--- src/rtl/lcd_instr_sequencer.sv ---
// Purpose: HD44780 8-bit power-on init sequencer plus host instruction FIFO feeding the LCD PHY.
// Latency: a push into an empty FIFO in RUN shows on phy_valid_o/phy_instr_o the next cycle.
// Backpressure: phy_ready_i stalls the PHY side; host_ready_o drops when full; a push while full is dropped and overflow_o pulses.
module lcd_instr_sequencer #(
  parameter int INSTR_WIDTH     = 10,
  parameter int PRESCALER_WIDTH = 16,
  parameter int FIFO_DEPTH      = 4
) (
  input  logic                          clk_i,
  input  logic                          rst_ni,
  input  logic                          phy_enable_i,
  input  logic [PRESCALER_WIDTH-1:0]    us_prescaler_i,
  input  logic [INSTR_WIDTH-1:0]        instr_i,
  input  logic                          instr_valid_i,
  output logic                          host_ready_o,
  output logic                          overflow_o,
  output logic [INSTR_WIDTH-1:0]        phy_instr_o,
  output logic                          phy_valid_o,
  input  logic                          phy_ready_i,
  output logic                          init_done_o,
  output logic [$clog2(FIFO_DEPTH):0]   fifo_level_o
);

  localparam int AW = $clog2(FIFO_DEPTH);
  localparam int PW = PRESCALER_WIDTH;

  typedef enum logic [2:0] {
    IDLE,
    PWR_WAIT,
    INIT_ISSUE,
    INIT_DELAY,
    RUN
  } state_t;

  state_t          state;
  logic [2:0]      idx;
  logic [13:0]     dly;
  logic [PW-1:0]   us_cnt;
  logic [PW-1:0]   presc_max;
  logic            in_delay;
  logic            tick;
  logic            dly_done;

  logic [INSTR_WIDTH-1:0] mem [FIFO_DEPTH];
  logic [AW:0]     wr_ptr;
  logic [AW:0]     rd_ptr;
  logic            empty;
  logic            full;
  logic            push;
  logic            pop;

  // Init ROM: instruction half
  function automatic logic [INSTR_WIDTH-1:0] rom_instr(input logic [2:0] i);
    case (i)
      3'd0, 3'd1, 3'd2: rom_instr = INSTR_WIDTH'(10'h030);
      3'd3:             rom_instr = INSTR_WIDTH'(10'h038);
      3'd4:             rom_instr = INSTR_WIDTH'(10'h008);
      3'd5:             rom_instr = INSTR_WIDTH'(10'h001);
      3'd6:             rom_instr = INSTR_WIDTH'(10'h006);
      default:          rom_instr = INSTR_WIDTH'(10'h00C);
    endcase
  endfunction

  // Init ROM: post-issue delay in microseconds
  function automatic logic [13:0] rom_delay(input logic [2:0] i);
    case (i)
      3'd0:       rom_delay = 14'd4100;
      3'd1, 3'd2: rom_delay = 14'd100;
      default:    rom_delay = 14'd0;
    endcase
  endfunction

  // A prescaler of 0 behaves like 1 so the tick still fires every cycle
  assign presc_max = (us_prescaler_i == '0) ? '0 : (us_prescaler_i - PW'(1));
  assign in_delay  = (state == PWR_WAIT) || (state == INIT_DELAY);
  assign tick      = in_delay && (us_cnt >= presc_max);
  assign dly_done  = tick && (dly <= 14'd1);

  // Microsecond prescaler, parked at 0 outside delay states
  always_ff @(posedge clk_i or negedge rst_ni) begin
    if (!rst_ni) begin
      us_cnt <= '0;
    end else if (!phy_enable_i || !in_delay || tick) begin
      us_cnt <= '0;
    end else begin
      us_cnt <= us_cnt + PW'(1);
    end
  end

  // Sequencer FSM: power-up wait, ROM walk, then hand over to the FIFO
  always_ff @(posedge clk_i or negedge rst_ni) begin
    if (!rst_ni) begin
      state <= IDLE;
      idx   <= 3'd0;
      dly   <= 14'd0;
    end else if (!phy_enable_i) begin
      state <= IDLE;
      idx   <= 3'd0;
      dly   <= 14'd0;
    end else begin
      case (state)
        IDLE: begin
          state <= PWR_WAIT;
          dly   <= 14'd15000;
        end
        PWR_WAIT: begin
          if (tick) dly <= dly - 14'd1;
          if (dly_done) state <= INIT_ISSUE;
        end
        INIT_ISSUE: begin
          if (phy_ready_i) begin
            if (rom_delay(idx) != 14'd0) begin
              state <= INIT_DELAY;
              dly   <= rom_delay(idx);
            end else if (idx == 3'd7) begin
              state <= RUN;
            end else begin
              idx <= idx + 3'd1;
            end
          end
        end
        INIT_DELAY: begin
          if (tick) dly <= dly - 14'd1;
          if (dly_done) begin
            state <= INIT_ISSUE;
            idx   <= idx + 3'd1;
          end
        end
        RUN: state <= RUN;
        default: state <= IDLE;
      endcase
    end
  end

  assign empty = (wr_ptr == rd_ptr);
  assign full  = (wr_ptr[AW] != rd_ptr[AW]) && (wr_ptr[AW-1:0] == rd_ptr[AW-1:0]);
  assign push  = phy_enable_i && instr_valid_i && !full;
  assign pop   = phy_enable_i && (state == RUN) && !empty && phy_ready_i;

  // FIFO pointers; disabling the sequencer flushes and ignores that cycle's push
  always_ff @(posedge clk_i or negedge rst_ni) begin
    if (!rst_ni) begin
      wr_ptr     <= '0;
      rd_ptr     <= '0;
      overflow_o <= 1'b0;
    end else if (!phy_enable_i) begin
      wr_ptr     <= '0;
      rd_ptr     <= '0;
      overflow_o <= 1'b0;
    end else begin
      if (push) wr_ptr <= wr_ptr + 1'b1;
      if (pop)  rd_ptr <= rd_ptr + 1'b1;
      overflow_o <= instr_valid_i && full;
    end
  end

  // FIFO storage; contents need no reset since the pointers gate every read
  always_ff @(posedge clk_i) begin
    if (push) mem[wr_ptr[AW-1:0]] <= instr_i;
  end

  assign host_ready_o = !full;
  assign fifo_level_o = wr_ptr - rd_ptr;
  assign init_done_o  = (state == RUN);
  assign phy_valid_o  = (state == INIT_ISSUE) || ((state == RUN) && !empty);
  assign phy_instr_o  = (state == INIT_ISSUE)          ? rom_instr(idx) :
                        ((state == RUN) && !empty)     ? mem[rd_ptr[AW-1:0]] :
                                                         '0;

endmodule

--- config.mk ---
export PLATFORM = sky130hd
export DESIGN_NAME = lcd_instr_sequencer
export DESIGN_NICKNAME = d
export VERILOG_FILES = /design/src/rtl/lcd_instr_sequencer.sv
export SDC_FILE = /design/constraint.sdc
export NUM_CORES = 1
export LEC_CHECK = 0
export BUFFER_PORTS_ARGS = -buffer_cell sky130_fd_sc_hd__buf_2
export CAP_MARGIN = 20
export CORE_MARGIN = 2
export CORE_UTILIZATION = 55
export CTS_CLUSTER_SIZE = 14
export DETAILED_ROUTE_END_ITERATION = 8
export GPL_TIMING_DRIVEN = 0
export PLACE_DENSITY = 0.87
export SLEW_MARGIN = 25
export SYNTH_ARGS = -nofsm -noshare
export SYNTH_HDL_FRONTEND = slang
export SYNTH_SLANG_ARGS = --single-unit
--- constraint.sdc ---
create_clock -name clk_i -period 2.9 [get_ports clk_i]
set_input_delay 0.58 -clock clk_i [delete_from_list [all_inputs] [get_ports clk_i]]
set_output_delay 0.58 -clock clk_i [all_outputs]
set_load 0.02 [all_outputs]
==> impl_metrics.tcl, run 1 <==
set metrics [dict create \
    gp_congestion 0.815 \
    final_layout_size_suffix_gt1_share_pct 31.4 \
    cts.sink_count 83 \
    cts_tree "done" \
    clk_transition_reported_paths_ps 100 \
    htreeDepth 3 \
    slew_of_the_pin_with_the_lowest_slew_margin_ps 603 \
    gr-total-overflow 0 \
    ys_ff_latch 83 \
    portBuffers 47 \
    portion_of_the_post_synthesis_area_used_by_sequential_elements_pct 45.8 \
    yosysTopAreaCell "edfxtp_1" \
    post-route-worst-setup-slack_ps -483 \
    run_status "complete, but fails checks" \
    vdd.ir_drop.worst_mv 0.355 \
    clk_path_buf_depth 2 \
    antenna_found_initial 0 \
    count_of_flip_flops_with_a_built_in_enable_after_synthesis 40 \
    synth_ff_type "dfrtp_1" \
    required_ps 3160 \
    fp.dieArea_um2 9830 \
    initial_utilization_pct 56.8 \
    netlist_area_um2 4980 \
    wirelength_um 12000 \
    hold_violations 0 \
    fin_crit_ps 3380 \
    clock.fmax_mhz 296 \
    post-route-drc-count 0 \
    clock_insertion_delay_worst_skew_ps 370 \
    synthDistinctLibCells 68 \
    crit_fanout 6 \
    viasPerCell 6.17 \
    cts_root_buffer "clkbuf_8" \
    synth-async-reset-ratio_pct 51.8 \
    number_of_violations_reported_at_the_end_of_detailed_routing_iteration_0 212 \
    via_count_of_the_first_global_routing_pass 3942 \
    design.final.nets 602 \
    finalClockSkew_ps 11.0 \
    cts-buffers-inserted 9 \
    failing_checks "setup timing" \
    rsz_0062_raised_after_global_routing "yes" \
    timing.hold.ws_ps 194 \
    p_per_area_nw_per_um2 641 \
    synth_top_area_share_pct 24.1 \
    end_kind "flip-flop" \
    cp.arrival_ps 3640 \
    count_of_vias_placed_by_the_detailed_router 4002 \
    setup-violations-final 36 \
    most_used_cells_in_the_layout_excluding_fill_and_tap_cells "nand2_1 (49), buf_2 (44), dfrtp_1 (42)" \
    maxSlewViolCount 0 \
    detail_route.wl_per_cell_um 18.5 \
    synth.area.top_cells "edfxtp_1 (24%), dfrtp_1 (22%), ha_1 (8.5%), mux4_2 (4.5%), nand2_1 (4.1%)" \
    die-height_um 99.1 \
    timing.slew.headroom_pct 59.8 \
    largest_net_degree_at_the_start_of_global_routing 44 \
    dieWidth_um 99.1 \
    post-dp-hpwl_um 7970 \
    coreArea_um2 8760 \
    syn_area_per_cell_um2 10.8 \
    yosysWarnings 0 \
    synth_cells 462 \
    totalPowerFinal_mw 3.93 \
    grt_usage_pct 24.3 \
    grt_pass1_wl_um 19000 \
    cellLeakagePower_nw 2.62 \
    setup.reg_to_reg.worst_slack_ps 370 \
    num_rows 34 \
    final.period_utilization_pct 117 \
    timing.hold.worst.class "in -> async" \
    design.portCount 48 \
    synth.net_count 528 \
    layout_commonest_cell "nand2_1" \
    maxCapViolCount 0 \
    first_pass_iters 5 \
    drt.antenna.violating_nets 0 \
    worst_setup_path_start_kind "primary input" \
    antennaDiodeCount 0 \
    path_class "in -> reg" \
    flow.area_growth_from_synthesis_pct 23.0 \
    post_cts_hold_buffer_count 0 \
]
## flip-flops by register name, indices dropped and copies added (netlist names)
name / count
overflow_o: 1
rd_ptr: 3
state: 3
us_cnt: 16
idx: 3
mem: 40
dly: 14
wr_ptr: 3
## timing repair
action                                  4_1_cts  5_1_grt
buffers inserted                              7        8
gates cloned                                  2        2
gates resized for setup                      24       31
pin swaps                                    14       16
endpoints found under the setup margin       49       36
## cell type report
| type | instances | area (um2) |
|---|---|---|
| well taps | 108 | 135 |
| repair buffers | 65 | 478 |
| clock inverters | 6 | 72.6 |
| fillers | 604 | 2640 |
| plain buffers | 14 | 118 |
| inverters | 25 | 93.8 |
| flip-flops and latches | 83 | 2280 |
| clock buffers | 10 | 128 |
| multi-input cells | 338 | 2820 |
## path summary, 6_finish.rpt
kind | from | to | cells past startpoint
max in group asynchronous | rst_ni | rd_ptr[1] | 1
min in group clk_i | instr_i[5] | mem[2][5] | 1
setup reg to reg | us_cnt[0] | idx[1] | 11
hold / removal | rst_ni | wr_ptr[1] | 1
setup / recovery | us_prescaler_i[10] | state[1] | 14
hold reg to reg | us_cnt[0] | us_cnt[0] | 1
## stage by stage
step                      utilization, %  std cells  TNS (ps)  setup WS [ps]  cell area (um2)
final                               69.9        649    -14330           -483             6120
after global routing                69.9        649    -18000           -581             6120
after CTS                           67.3        640    -13710           -460             5900
after detailed placement            62.7        617    -34110           -999             5490
after global placement              62.7        617    -29290           -878             5490
after floorplan                        -        462     -9720           -404             5120
## critical path, cell delays in order
cell and delay (ps):
buf_6 90, or4_4 540, nor4_4 280, nand2_1 130
xnor2_1 170, nand2_1 130, ha_4 290, and4_4 230
nand2_4 60, a2111oi_4 420, or3_4 220, buf_8 110
nand2b_4 70, mux2_4 300
## report_power, final
part,switching [mW],total [mW],leakage [nW],internal (mW)
logic,0.852,1.53,1.58,0.676
registers,0.165,1.53,0.939,1.37
clock network,0.459,0.868,0.0979,0.409
total,1.48,3.93,2.62,2.45
## synth_stat cells, drive strengths merged, types with 3 or more instances
cell      n
nand2    55
buf      11
o2bb2ai   5
o31ai     5
nor2b     8
edfxtp   40
a31o      4
nor4      7
a31oi     5
inv      25
a21oi    26
or3       7
and3      5
mux4     10
nand3    13
and2      8
clkbuf    5
xnor2    10
nor2     29
xor2     19
nor3b     3
nor3     11
o21ai    22
dfrtp    43
a22o      3
nand2b    9
ha       34
a221oi    3
## per-layer routing
metal | part of all wire (%) | routed length [um] | vias to the layer above | track usage (%)
li1 | - | - | 1835 | -
met5 | 0 | 0 | - | 0
met3 | 4.3 | 517 | 34 | 4.43
met2 | 52 | 6210 | 140 | 41.2
met4 | 2.9 | 350 | 0 | 9.17
met1 | 41 | 4930 | 1993 | 31.5
## kinds of logic after synthesis
kind of cell	count (synthesis)	synth area share, %
xor gates and xnor gates	29	5.10
AOI/OAI and AO/OA	94	13.8
DFF	83	45.8
and+or+nand+nor	168	17.6
adders and majority gates	35	8.95
buffers and inverters	41	3.77
muxes	12	5.03
(Power assumes the default switching activity.)
==> inputs of run 2 (changes only) <==
--- a/config.mk
+++ b/config.mk
@@ -9,11 +9,11 @@
 export CAP_MARGIN = 20
 export CORE_MARGIN = 2
 export CORE_UTILIZATION = 55
+export CTS_BUF_LIST = sky130_fd_sc_hd__clkbuf_16
 export CTS_CLUSTER_SIZE = 14
 export DETAILED_ROUTE_END_ITERATION = 8
 export GPL_TIMING_DRIVEN = 0
 export PLACE_DENSITY = 0.87
-export SLEW_MARGIN = 25
 export SYNTH_ARGS = -nofsm -noshare
 export SYNTH_HDL_FRONTEND = slang
 export SYNTH_SLANG_ARGS = --single-unit
==> run 2 against run 1 <==
  * The run still ends with setup timing left
  * Clock power is 34% higher
  * Final area grew 1.3%
  * Fmax rose by 1.9%
  * Combinational power is essentially flat
  * Worst hold slack got worse by 41 ps
  * Final cell count decreased by 0.31%
  * Highest routed layer unchanged
==> impl_metrics.tcl, run 2 (synthesis gave the netlist of run 1 again) <==
set metrics [dict create \
    setup.reg_to_reg.worst_slack_ps 430 \
    wirelength_um 11800 \
    count_of_vias_placed_by_the_detailed_router 3964 \
    detail_route.wl_per_cell_um 18.3 \
    viasPerCell 6.13 \
    cts_tree "done" \
    p_per_area_nw_per_um2 677 \
    cts-buffers-inserted 9 \
    pre_cts_slack_ps -999 \
    path_class "in -> reg" \
    run_status "complete, but fails checks" \
    post-route-cell-area_um2 6200 \
    clk_transition_reported_paths_ps 70 \
    post-route-drc-count 0 \
    layout_commonest_cell "nand2_1" \
    final_layout_size_suffix_gt1_share_pct 31.5 \
    first_pass_iters 5 \
    post_cts_hold_buffer_count 0 \
    setup-violations-final 36 \
    finalNonFillerCells 647 \
    post-dp-hpwl_um 7970 \
    die-height_um 99.1 \
    timing.reg2reg.worst_path_depth 8 \
    timing.hold.ws_ps 153 \
    maxSlewViolCount 0 \
    largest_register_ff_count 40 \
    crit-reg2reg-capture "idx[2]" \
    design.final.nets 600 \
    cp.arrival_ps 3540 \
    dieWidth_um 99.1 \
    clk_path_buf_depth 2 \
    flow.area_growth_from_synthesis_pct 24.6 \
    grt_usage_pct 24.2 \
    rsz_0062_raised_after_global_routing "yes" \
    dpl.cell_count 617 \
    grt_pass1_wl_um 19000 \
    antenna_found_initial 0 \
    timing.slew.headroom_pct 58.0 \
    post-route-worst-setup-slack_ps -421 \
    worst_setup_path_start_kind "primary input" \
    maxCapViolCount 0 \
    largest_net_degree_at_the_start_of_global_routing 44 \
    timing.hold.worst.class "in -> async" \
    cts.sink_count 83 \
    num_rows 34 \
    postPlaceCellArea_um2 5490 \
    number_of_violations_reported_at_the_end_of_detailed_routing_iteration_0 233 \
    clock.fmax_mhz 301 \
    cellLeakagePower_nw 2.64 \
    finalClockSkew_ps 7.73 \
    fin_crit_ps 3320 \
    gp_congestion 0.815 \
    htreeDepth 3 \
    crit_fanout 5 \
    end_kind "flip-flop" \
    design.portCount 48 \
    hold_violations 0 \
    cts_root_buffer "clkbuf_16" \
    final.period_utilization_pct 115 \
    worstReg2RegStart "idx[0]" \
    worst_setup_path_startpoint "us_prescaler_i[10]" \
    most_used_cells_in_the_layout_excluding_fill_and_tap_cells "nand2_1 (49), buf_2 (46), dfrtp_1 (42)" \
    slew_of_the_pin_with_the_lowest_slew_margin_ps 630 \
    initial_utilization_pct 56.8 \
    vdd.ir_drop.worst_mv 0.439 \
    fp.dieArea_um2 9830 \
    clock_insertion_delay_worst_skew_ps 340 \
    portBuffers 47 \
    coreArea_um2 8760 \
    drt.antenna.violating_nets 0 \
    critical_path_end "state[1]" \
    gr-total-overflow 0 \
    failing_checks "setup timing" \
    via_count_of_the_first_global_routing_pass 4001 \
    antennaDiodeCount 0 \
    required_ps 3120 \
]
run 2: changes by cell type in the layout (fill, tap and decap cells not counted), sizes merged:
cell,previous run,this run
clkbuf,16,14
inv,28,29
buf,73,72
run 2: what timing repair did:
| item | in CTS | in global routing |
|---|---|---|
| setup buffers | 6 | 7 |
| setup endpoints to repair | 47 | 40 |
| resized for setup | 22 | 36 |
| pin swaps | 12 | 12 |
| gates cloned | 2 | 1 |
run 2: worst min path at each step:
| stage | startpoint | to | slack, ps | cells past startpoint |
|---|---|---|---|---|
| floorplan | rst_ni | dly[0] | 280 | 0 |
| global placement | wr_ptr[2] | wr_ptr[2] | 500 | 1 |
| detailed placement | wr_ptr[2] | wr_ptr[2] | 510 | 1 |
| CTS | rst_ni | wr_ptr[1] | 430 | 1 |
| global route | rst_ni | wr_ptr[1] | 180 | 1 |
| finish | rst_ni | wr_ptr[1] | 150 | 1 |
run 2: routing by layer:
| layer | GRT usage (%) | vias to the layer above | part of all wire [%] | routed length (um) |
|---|---|---|---|---|
| li1 | - | 1836 | - | - |
| met1 | 31.4 | 1956 | 42 | 4940 |
| met2 | 40.5 | 148 | 51 | 6040 |
| met3 | 4.64 | 24 | 5.1 | 600 |
| met4 | 9.38 | 0 | 2.0 | 241 |
| met5 | 0 | - | 0 | 0 |
run 2: final cells by class:
cell class | count | area (um2)
tap | 108 | 135
sequential | 83 | 2280
clock buffer | 9 | 225
multi-input combinational | 338 | 2820
inverter | 25 | 93.8
buffer | 14 | 113
fill | 590 | 2560
timing repair buffer | 63 | 457
clock inverter | 7 | 76.3
run 2: critical path: stages:
cell and delay, ps:
buf_6 90, or4_4 540, buf_4 170, nor3_1 240
xor2_1 200, nand2_1 90, ha_1 300, and4_4 260
nand2_4 70, a2111oi_4 280, or3_4 210, buf_6 130
nand2b_4 70, mux2_4 300
run 2: stage by stage:
stage / total power [mW] / setup TNS, ps / utilization [%]
floorplan: 2.48 / -9720 / -
global placement: 2.73 / -29290 / 62.7
detailed placement: 2.81 / -34110 / 62.7
CTS: 4.05 / -14930 / 68.1
global route: 4.40 / -13570 / 70.8
finish: 4.20 / -10560 / 70.8
run 2: power by group:
group / internal (mW) / switching [mW] / leakage, nW
sequential: 1.37 / 0.166 / 0.939
combinational: 0.659 / 0.843 / 1.56
clock: 0.675 / 0.488 / 0.148
total: 2.70 / 1.50 / 2.64
